File: config.mk
export PLATFORM = sky130hd
export DESIGN_NAME = bus_master_if
export DESIGN_NICKNAME = d
export VERILOG_FILES = /design/src/rtl/bus_master_if_pkg.sv /design/src/rtl/bus_master_if_timer.sv /design/src/rtl/bus_master_if.sv
export SDC_FILE = /design/constraint.sdc
export NUM_CORES = 1
export LEC_CHECK = 0
export ABC_AREA = 1
export CAP_MARGIN = 30
export CELL_PAD_IN_SITES_DETAIL_PLACEMENT = 0
export CELL_PAD_IN_SITES_GLOBAL_PLACEMENT = 1
export CORE_MARGIN = 10
export CORE_UTILIZATION = 32
export CTS_CLUSTER_SIZE = 8
export DETAILED_ROUTE_END_ITERATION = 7
export GPL_TIMING_DRIVEN = 0
export PLACE_DENSITY_LB_ADDON = 0.1
export SLEW_MARGIN = 10
export SYNTH_ARGS = -nofsm -noshare
export SYNTH_HDL_FRONTEND = slang
export SYNTH_SLANG_ARGS = --single-unit
export TNS_END_PERCENT = 1
File: constraint.sdc
create_clock -name clk -period 3 [get_ports clk]
set_input_delay 0.45 -clock clk [delete_from_list [all_inputs] [get_ports clk]]
set_output_delay 0.45 -clock clk [all_outputs]
set_load 0.02 [all_outputs]
File: src/rtl/bus_master_if_pkg.sv
// Shared bus constants and the bus master FSM state encoding.
package bus_master_if_pkg;

    localparam int BUS_WORD_ADDR_W = 30;
    localparam int BUS_WORD_DATA_W = 32;

    localparam logic READ     = 1'b1;
    localparam logic WRITE    = 1'b0;
    localparam logic ENABLE_  = 1'b0;
    localparam logic DISABLE_ = 1'b1;

    typedef enum logic [1:0] {
        BUS_MASTER_IF_IDLE   = 2'd0,
        BUS_MASTER_IF_REQ    = 2'd1,
        BUS_MASTER_IF_ACCESS = 2'd2,
        BUS_MASTER_IF_STALL  = 2'd3
    } bmif_state_e;

endpackage

File: src/rtl/bus_master_if_timer.sv
// Saturating access-timeout counter: clears while idle, counts enabled cycles,
// flags expiry in the cycle whose increment would reach LIMIT.
module bus_master_if_timer #(
    parameter int LIMIT = 255,
    parameter int CNT_W = 8
) (
    input  logic clk,
    input  logic reset_,
    input  logic clr_i,
    input  logic en_i,
    output logic expire_o
);

    logic [CNT_W-1:0] cnt_q, cnt_d;

    always_comb begin
        cnt_d = cnt_q;
        if (clr_i)
            cnt_d = '0;
        else if (en_i && (cnt_q != '1))
            cnt_d = cnt_q + 1'b1;
    end

    always_ff @(posedge clk or negedge reset_) begin
        if (!reset_) cnt_q <= '0;
        else         cnt_q <= cnt_d;
    end

    assign expire_o = en_i && (cnt_q == CNT_W'(LIMIT - 1));

endmodule

File: src/rtl/bus_master_if.sv
// Bus master interface: turns a one-cycle CPU access into the req/grant/strobe/ready
// handshake. Define BUS_MASTER_IF_TIMEOUT_EN to abort stuck accesses with busErr.
module bus_master_if
    import bus_master_if_pkg::*;
#(
    parameter int WORD_ADDR_W = BUS_WORD_ADDR_W,
    parameter int WORD_DATA_W = BUS_WORD_DATA_W,
    parameter int TIMEOUT_CYC = 255
) (
    input  logic                   clk,
    input  logic                   reset_,
    input  logic                   stall,
    input  logic                   flush,
    input  logic [WORD_ADDR_W-1:0] addr,
    input  logic                   as_,
    input  logic                   rw,
    input  logic [WORD_DATA_W-1:0] wrData,
    output logic [WORD_DATA_W-1:0] rdData,
    output logic                   busy,
    output logic                   busErr,
    output logic                   busReq_,
    input  logic                   busGrnt_,
    output logic [WORD_ADDR_W-1:0] busAddr,
    output logic                   busAs_,
    output logic                   busRW,
    output logic [WORD_DATA_W-1:0] busWrData,
    input  logic [WORD_DATA_W-1:0] busRdData,
    input  logic                   busRdy_
);

    bmif_state_e            state_q, state_d;
    logic                   busReq_q, busReq_d;
    logic                   busAs_q, busAs_d;
    logic                   busRW_q, busRW_d;
    logic                   busErr_q, busErr_d;
    logic [WORD_ADDR_W-1:0] busAddr_q, busAddr_d;
    logic [WORD_DATA_W-1:0] busWrData_q, busWrData_d;
    logic [WORD_DATA_W-1:0] rdBuf_q, rdBuf_d;
    logic                   tmo_expire;

`ifdef BUS_MASTER_IF_TIMEOUT_EN
    localparam int TMO_W = ($clog2(TIMEOUT_CYC + 1) > 8) ? $clog2(TIMEOUT_CYC + 1) : 8;

    bus_master_if_timer #(
        .LIMIT (TIMEOUT_CYC),
        .CNT_W (TMO_W)
    ) u_timer (
        .clk      (clk),
        .reset_   (reset_),
        .clr_i    (state_q != BUS_MASTER_IF_ACCESS),
        .en_i     ((state_q == BUS_MASTER_IF_ACCESS) && busRdy_),
        .expire_o (tmo_expire)
    );
`else
    logic unused_timeout;
    assign unused_timeout = ^TIMEOUT_CYC;
    assign tmo_expire     = 1'b0;
`endif

    always_ff @(posedge clk or negedge reset_) begin
        if (!reset_) begin
            state_q     <= BUS_MASTER_IF_IDLE;
            busReq_q    <= DISABLE_;
            busAs_q     <= DISABLE_;
            busRW_q     <= READ;
            busErr_q    <= 1'b0;
            busAddr_q   <= '0;
            busWrData_q <= '0;
            rdBuf_q     <= '0;
        end else begin
            state_q     <= state_d;
            busReq_q    <= busReq_d;
            busAs_q     <= busAs_d;
            busRW_q     <= busRW_d;
            busErr_q    <= busErr_d;
            busAddr_q   <= busAddr_d;
            busWrData_q <= busWrData_d;
            rdBuf_q     <= rdBuf_d;
        end
    end

    always_comb begin
        state_d = state_q;
        case (state_q)
            BUS_MASTER_IF_IDLE:
                if (!as_ && !flush) state_d = BUS_MASTER_IF_REQ;
            BUS_MASTER_IF_REQ:
                if (flush)          state_d = BUS_MASTER_IF_IDLE;
                else if (!busGrnt_) state_d = BUS_MASTER_IF_ACCESS;
            // flush is deliberately ignored here: an issued access must complete
            BUS_MASTER_IF_ACCESS:
                if (!busRdy_)        state_d = stall ? BUS_MASTER_IF_STALL : BUS_MASTER_IF_IDLE;
                else if (tmo_expire) state_d = BUS_MASTER_IF_IDLE;
            BUS_MASTER_IF_STALL:
                if (!stall) state_d = BUS_MASTER_IF_IDLE;
            default: state_d = BUS_MASTER_IF_IDLE;
        endcase
    end

    always_comb begin
        busy        = 1'b0;
        rdData      = rdBuf_q;
        busReq_d    = busReq_q;
        busAs_d     = busAs_q;
        busRW_d     = busRW_q;
        busErr_d    = 1'b0;
        busAddr_d   = busAddr_q;
        busWrData_d = busWrData_q;
        rdBuf_d     = rdBuf_q;
        case (state_q)
            BUS_MASTER_IF_IDLE:
                if (!as_ && !flush) begin
                    busy        = 1'b1;
                    busAddr_d   = addr;
                    busRW_d     = rw;
                    busWrData_d = wrData;
                    busReq_d    = ENABLE_;
                end
            BUS_MASTER_IF_REQ: begin
                busy = 1'b1;
                if (flush)          busReq_d = DISABLE_;
                else if (!busGrnt_) busAs_d  = ENABLE_;
            end
            BUS_MASTER_IF_ACCESS: begin
                busy    = busRdy_;
                busAs_d = DISABLE_;
                if (!busRdy_) begin
                    busReq_d = DISABLE_;
                    rdData   = busRdData;
                    if (busRW_q == READ) rdBuf_d = busRdData;
                end else if (tmo_expire) begin
                    busReq_d = DISABLE_;
                    busErr_d = 1'b1;
                    busy     = 1'b0;
                end
            end
            default: ;
        endcase
    end

    assign busReq_   = busReq_q;
    assign busAs_    = busAs_q;
    assign busRW     = busRW_q;
    assign busErr    = busErr_q;
    assign busAddr   = busAddr_q;
    assign busWrData = busWrData_q;

endmodule
# == After elaboration in Yosys (flattened, before gate mapping) ==
# Index checks and enable logic that the tools add are counted.
# word_totals
register_bits,99
latchBits,0
ramBits,0
romBits,0
input_bits,102
output_inout_bits,99
elab_cells,48
n_memories,0
# classes
n_addsub,0
multipliers,0
div,0
magnitude_cmp,0
n_eq_ne,10
n_shift,0
mux,19
bitwise_logic,1
reduce_logical,11
# ops
cell,n
$mux 32,2
$mux 2,6
$ne 2x2->1 const B,6
$pmux 2 s4,1
$reduce_and 4->1,2
$mux 1,7
$pmux 1 s3,2
$reduce_and 3->1,2
$eq 2x2->1 const B,2
$ne 3x3->1 const B,1
$reduce_bool 3->1,1
$eq 2x1->1 const B,1
$logic_not 1->1,2
$logic_not 2->1,1
$pmux 1 s2,1
$reduce_and 2->1,1
$reduce_bool 2->1,1
$logic_and 1x1->1,1
$not 1->1,1

# == Logic depth before layout (Yosys ltp) ==
# Gate-level depths: netlist of the first run.
# depth
word_depth,4
depth_mapped,8
mapped_depth_nobuf,8

# == Worst setup path before layout of the first run ==
# OpenSTA, ideal clock, no wires.
# synth_timing
path_type,register to output
from,register state_q[0]
to,output rdData[0]
t_arrival_ns,1.501
required_ns,2.550
slack_ns,1.049
stages_incl_launch_ff,6
path_buffers,1
cell_sequence,dfrtp_1 > inv_1 > ha_1 > nand2_2 > buf_2 > o21ai_0
# synth_between
elab_chain_cells,2
# synth_rtl
element,line_no,text
"start, declared",bus_master_if.sv:31,"bmif_state_e state_q, state_d;"
"start signal, assigned",bus_master_if.sv:71,state_q <= state_d;
$eq 2x2->1,bus_master_if.sv:110,case (state_q)
$mux 32,bus_master_if.sv:110,
"end, declared",bus_master_if.sv:18,"output logic [WORD_DATA_W-1:0] rdData,"
# No other way between the ends.

# == Worst setup path in the final report of the first run ==
# layout_timing
from,register state_q[0]
to,output rdData[17]
# The elaborated chain is that of the path after synthesis.

==> qor.yml, run 1 <==
synth_nets: 639
critical_path.max_fanout: 10
finalPower_mw: 6.99
vias: 4190
post_cts_buffers: 0
critPathKind: "reg -> out"
netlist_instances: 530
antenna_left: 0
p_per_area_nw_per_um2: 989
hold_path.class: "in -> async"
first_pass_iters: 4
wl_um: 14400
period_needed_ns: 2.84
max-vdd-ir-drop_mv: 0.444
n_fill_cell: 1342
fp.dieW_um: 138
slew_violations: 0
die_area_um2: 19100
clkTransAtPathRegs_ns: 0.07
r2r_start: "state_q[0]"
drc_errors: 0
yosysUniqueCellTypes: 20
final.setup.tns_ns: 0
antenna_found_initial: 0
maxCapViolCount: 0
core_area_um2: 13800
gp_congestion: 0.767
ys_warn_count: 0
worstSetupStartpoint: "state_q[0]"
startpoint_type: "flop"
start_util_pct: 32.5
fin_nets: 850
cp.arrival_ns: 2.39
synth_seq_cells: 99
die_y_um: 138
ctsRootBufferMaster: "clkbuf_16"
routed_via_density: 4.52
grt_max_degree: 58
grt.total_usage_pct: 14.9
setup_violations: 0
grt_pass1_wl_um: 23600
rows: 43
clock_path_buffers: 2
drtIter0Drc: 206
crit_required_ns: 2.55
ios: 201
ys_seq_area_share_pct: 55.4
avgSynthCellArea_um2: 8.45
power.leakage_nw: 3.81
antenna_cells: 0
drive_gt1_share_pct: 8.04
port_buffers: 199
hpwlAfterDp_um: 10900
cts_tree: "yes"
min_period_over_period_pct: 94.5
area_growth_pct: 57.8
outcome: "finished, final reports clean"
htree_levels: 3
routedWlPerCell_um: 15.5
fmax_mhz: 353
syn-cell-area_um2: 4480
final_hold_viol_count: 0
gr-total-overflow: 0
crit_path_end_kind: "output pin"
clk_latency_ns: 0.34
cts_made_buffers: 9
first_global_vias: 4349
clock-sinks: 99
skew_ns: 0.00261
stage by stage:
step	instance area (µm²)	instances	hold WS (ns)	worst slack (ns)	utilization (%)
floorplan	4480	530	0.154	1.05	-
global placement	6700	909	0.453	-2.51	48.6
detailed placement	6730	910	0.402	0.247	48.8
CTS	7000	926	0.0246	0.0382	50.8
global route	7070	926	0.0403	-0.000181	51.3
finish	7070	926	0.0210	0.165	51.3
flip-flops by register name, indices dropped and copies added (netlist names):
register   count
busAddr       30
busAs_         1
busRW          1
busReq_        1
busWrData     32
rdBuf_q       32
state_q        2
cell families after synthesis:
group,share of synthesized area [%]
other cells,0.0837
compound gates,7.74
fa+ha+maj,1.95
simple gates,26.3
buf+inv,8.54
flops,55.4
cells in the final DEF, fill, tap and decap left out, drive strengths merged:
| master | synthesis | routed |
|---|---|---|
| nand3 | 68 | 68 |
| conb | 1 | 1 |
| nand2 | 208 | 208 |
| o21ai | 66 | 66 |
| a31oi | 1 | 1 |
| dfstp | 3 | 3 |
| dfrtp | 96 | 96 |
| clkdlybuf4s50 | 0 | 170 |
| nor2 | 3 | 3 |
| buf | 27 | 28 |
| ha | 7 | 7 |
| inv | 42 | 42 |
| clkinv | 0 | 5 |
| dlymetal6s2s | 0 | 28 |
| clkbuf | 6 | 18 |
| a21oi | 2 | 2 |
power breakdown:
part           switching [mW]  internal [mW]
Sequential              0.343           1.98
Combinational            1.96           1.63
Clock                   0.500          0.581
repair_timing:
| action | in CTS | in global routing |
|---|---|---|
| hold buffers | 0 | 0 |
| resized for setup | 0 | 29 |
| setup endpoints to repair | 0 | 31 |
metal layers:
metal	global-route usage, %	wire length (µm)
met1	18.1	6220
met2	22.4	6430
met3	7.19	1490
met4	5.22	255
met5	0	0
final timing paths:
path | to | slack [ns] | cells past startpoint
setup / recovery | rdData[17] | 0.16 | 6
hold reg to reg | busWrData[30] | 0.47 | 2
min in group clk | busWrData[30] | 0.47 | 2
hold / removal | busWrData[24] | 0.02 | 1
max in group asynchronous | busReq_ | 2.30 | 2
setup reg to reg | busAddr[12] | 1.37 | 7
layout make-up:
class,instances,area (µm²),area share (%)
flip-flops and latches,99,2480,35.1
repair buffers,200,2090,29.6
multi-input cells,356,1620,22.9
clock buffers,11,243,3.43
plain buffers,33,228,3.22
well taps,180,225,3.19
inverters,42,158,2.23
clock inverters,5,28.8,0.407
synth_stat cells:
cell / instances / area, µm²
a21oi_1: 2 / 10.0
a31oi_1: 1 / 6.26
buf_2: 12 / 60.1
buf_4: 9 / 67.6
buf_6: 6 / 67.6
clkbuf_2: 6 / 30.0
conb_1: 1 / 3.75
dfrtp_1: 96 / 2400
dfstp_2: 3 / 78.8
ha_1: 7 / 87.6
inv_1: 42 / 158
nand2_1: 205 / 769
nand2_2: 3 / 18.8
nand3_1: 67 / 335
nand3_4: 1 / 17.5
nor2_2: 1 / 6.26
nor2_4: 1 / 11.3
nor2_8: 1 / 20.0
o21ai_0: 64 / 320
o21ai_1: 2 / 10.0
critical path, stage by stage, from the launching register on:
cell and delay (ns):
dfrtp_1 0.44, inv_1 0.15, ha_1 0.26, nand2_2 0.17, clkbuf_2 0.22, o21ai_0 0.18, clkdlybuf4s50_1 0.63
Power figures use the tool's default switching activity.
==> run 2, diff against run 1 <==
--- a/config.mk
+++ b/config.mk
@@ -15,6 +15,8 @@
 export DETAILED_ROUTE_END_ITERATION = 7
 export GPL_TIMING_DRIVEN = 0
 export PLACE_DENSITY_LB_ADDON = 0.1
+export SETUP_SLACK_MARGIN = 0.4
+export SKIP_CTS_REPAIR_TIMING = 1
 export SLEW_MARGIN = 10
 export SYNTH_ARGS = -nofsm -noshare
 export SYNTH_HDL_FRONTEND = slang
==> run 2 against run 1 <==
  * Clock-buffer cell count unchanged
  * Maximum frequency is 16% higher
  * Die area stayed put
  * Critical path depth is the same
  * Largest power group unchanged
==> qor.yml, run 2 (synthesis gave the netlist of run 1 again) <==
routed_via_density: 4.54  # +0.26%
cts_made_buffers: 9  # unchanged
startpoint_type: "flop"
ctsRootBufferMaster: "clkbuf_16"
fp.dieW_um: 138  # unchanged
regArea_um2: 2480  # unchanged
antenna_cells: 0  # unchanged
grt_max_degree: 58  # unchanged
final_hold_viol_count: 0  # unchanged
drive_gt1_share_pct: 9.79  # +1.7 points
antenna_found_initial: 0  # unchanged
drc_errors: 0  # unchanged
outcome: "finished, final reports clean"
setup_ws_ns: 0.546  # +0.381 ns
antenna_left: 0  # unchanged
period_needed_ns: 2.45  # -0.381 ns
hpwlAfterDp_um: 10900  # unchanged
min_period_over_period_pct: 81.8  # -13 points
clkTransAtPathRegs_ns: 0.07  # about the same
routedWlPerCell_um: 15.5  # unchanged
final_util_pct: 50.8  # -0.55 points
gr-total-overflow: 0  # unchanged
n_fill_cell: 1362  # +1.5%
mostFrequentLayoutCell: "nand2_1"
cts_tree: "yes"
crit_chain: "inv_1 > ha_2 > nand2_2 > clkbuf_2 > o21ai_0 > clkbuf_2"
area_growth_pct: 56.1
start_util_pct: 32.5  # unchanged
layout_common_cells: "nand2_1 (205), clkdlybuf4s50_1 (165), dfrtp_1 (96), nand3_1 (67), o21ai_0 (64)"
htree_levels: 3  # unchanged
dp_slack_ns: 0.247  # unchanged
fmax_mhz: 408  # +16%
wl_um: 14400  # unchanged
clock_path_buffers: 2  # unchanged
p_per_area_nw_per_um2: 990  # +0.10%
crit_required_ns: 2.55  # about the same
cpPeakStageDelay_ns: 0.44  # -0.19 ns
setup_violations: 0  # unchanged
hold_path.class: "in -> async"
max-vdd-ir-drop_mv: 0.444  # about the same
slew_violations: 0  # unchanged
critPathKind: "reg -> out"
die_area_um2: 19100  # unchanged
maxCapViolCount: 0  # unchanged
rows: 43  # unchanged
fin_nets: 850  # unchanged
holdWs_ns: 0.0214  # +0.000436 ns
ios: 201  # unchanged
finalPower_mw: 6.93  # -0.96%
critical_path.max_fanout: 10  # unchanged
clk_latency_ns: 0.34  # about the same
first_pass_iters: 4  # unchanged
skew_ns: 0.00309  # +0.000482 ns
drtIter0Drc: 212  # +2.9%
cp.arrival_ns: 2.00  # -0.39 ns
slowest_stage: "dfrtp_1"
vias: 4201  # +0.26%
worst_path_most_repeated_cell: "clkbuf_2"
clock-sinks: 99  # unchanged
rsz0062_at_grt: "yes"
port_buffers: 199  # unchanged
die_y_um: 138  # unchanged
multiInputGateArea_um2: 1620  # +0.15%
core_area_um2: 13800  # unchanged
grt_pass1_wl_um: 23600  # unchanged
power.leakage_nw: 3.71  # -2.7%
grt.total_usage_pct: 14.9  # unchanged
crit_path_end_kind: "output pin"
first_global_vias: 4349  # unchanged
gp_congestion: 0.767  # unchanged
run 2: final cells by class:
class	instances	area share (%)
Timing Repair Buffer	200	28.8
Inverter	42	2.25
Tap cell	180	3.22
Clock inverter	5	0.411
Multi-Input combinational cell	356	23.1
Buffer	33	3.26
Clock buffer	11	3.47
Sequential cell	99	35.5
run 2: path summary, 6_finish.rpt:
kind,startpoint,end,slack (ns),depth (start not counted)
worst min-delay path,reset_,busWrData[24],0.02,1
worst min register to register,busWrData[30],busWrData[30],0.47,2
worst max-delay path,state_q[0],rdData[8],0.55,6
min in group clk,busWrData[30],busWrData[30],0.47,2
max in group asynchronous,reset_,busReq_,2.30,2
worst max register to register,state_q[0],busAddr[12],1.37,7
run 2: report_power, final:
group          leakage [nW]  internal, mW  switching (mW)
registers              1.25          1.98           0.342
logic                  2.32          1.56            1.97
clock network         0.139         0.581           0.500
run 2: worst max-delay path: cells and delay by family (launching register included):
kind,cells,cell delay (ns)
AO/OA/AOI/OAI,1,0.24
AND/OR/NAND/NOR,1,0.15
flip-flops,1,0.44
buffers and inverters,3,0.60
adder cells (fa/ha/maj),1,0.24
run 2: layer usage:
metal  up-vias  track usage, %  routed length [µm]
li1       2091               -                   -
met1      1944            18.1                6290
met2       147            22.4                6410
met3        19            7.19                1440
met4         0            5.22                 255
met5         -               0                   0
run 2: per-stage QoR:
stage,TNS [ns],std cells,instance area (µm²)
final,0,926,7000
after global routing,0,926,7000
after CTS,0,926,7000
after global placement,-243.81,909,6700
after detailed placement,0,910,6730
after floorplan,0,530,4480
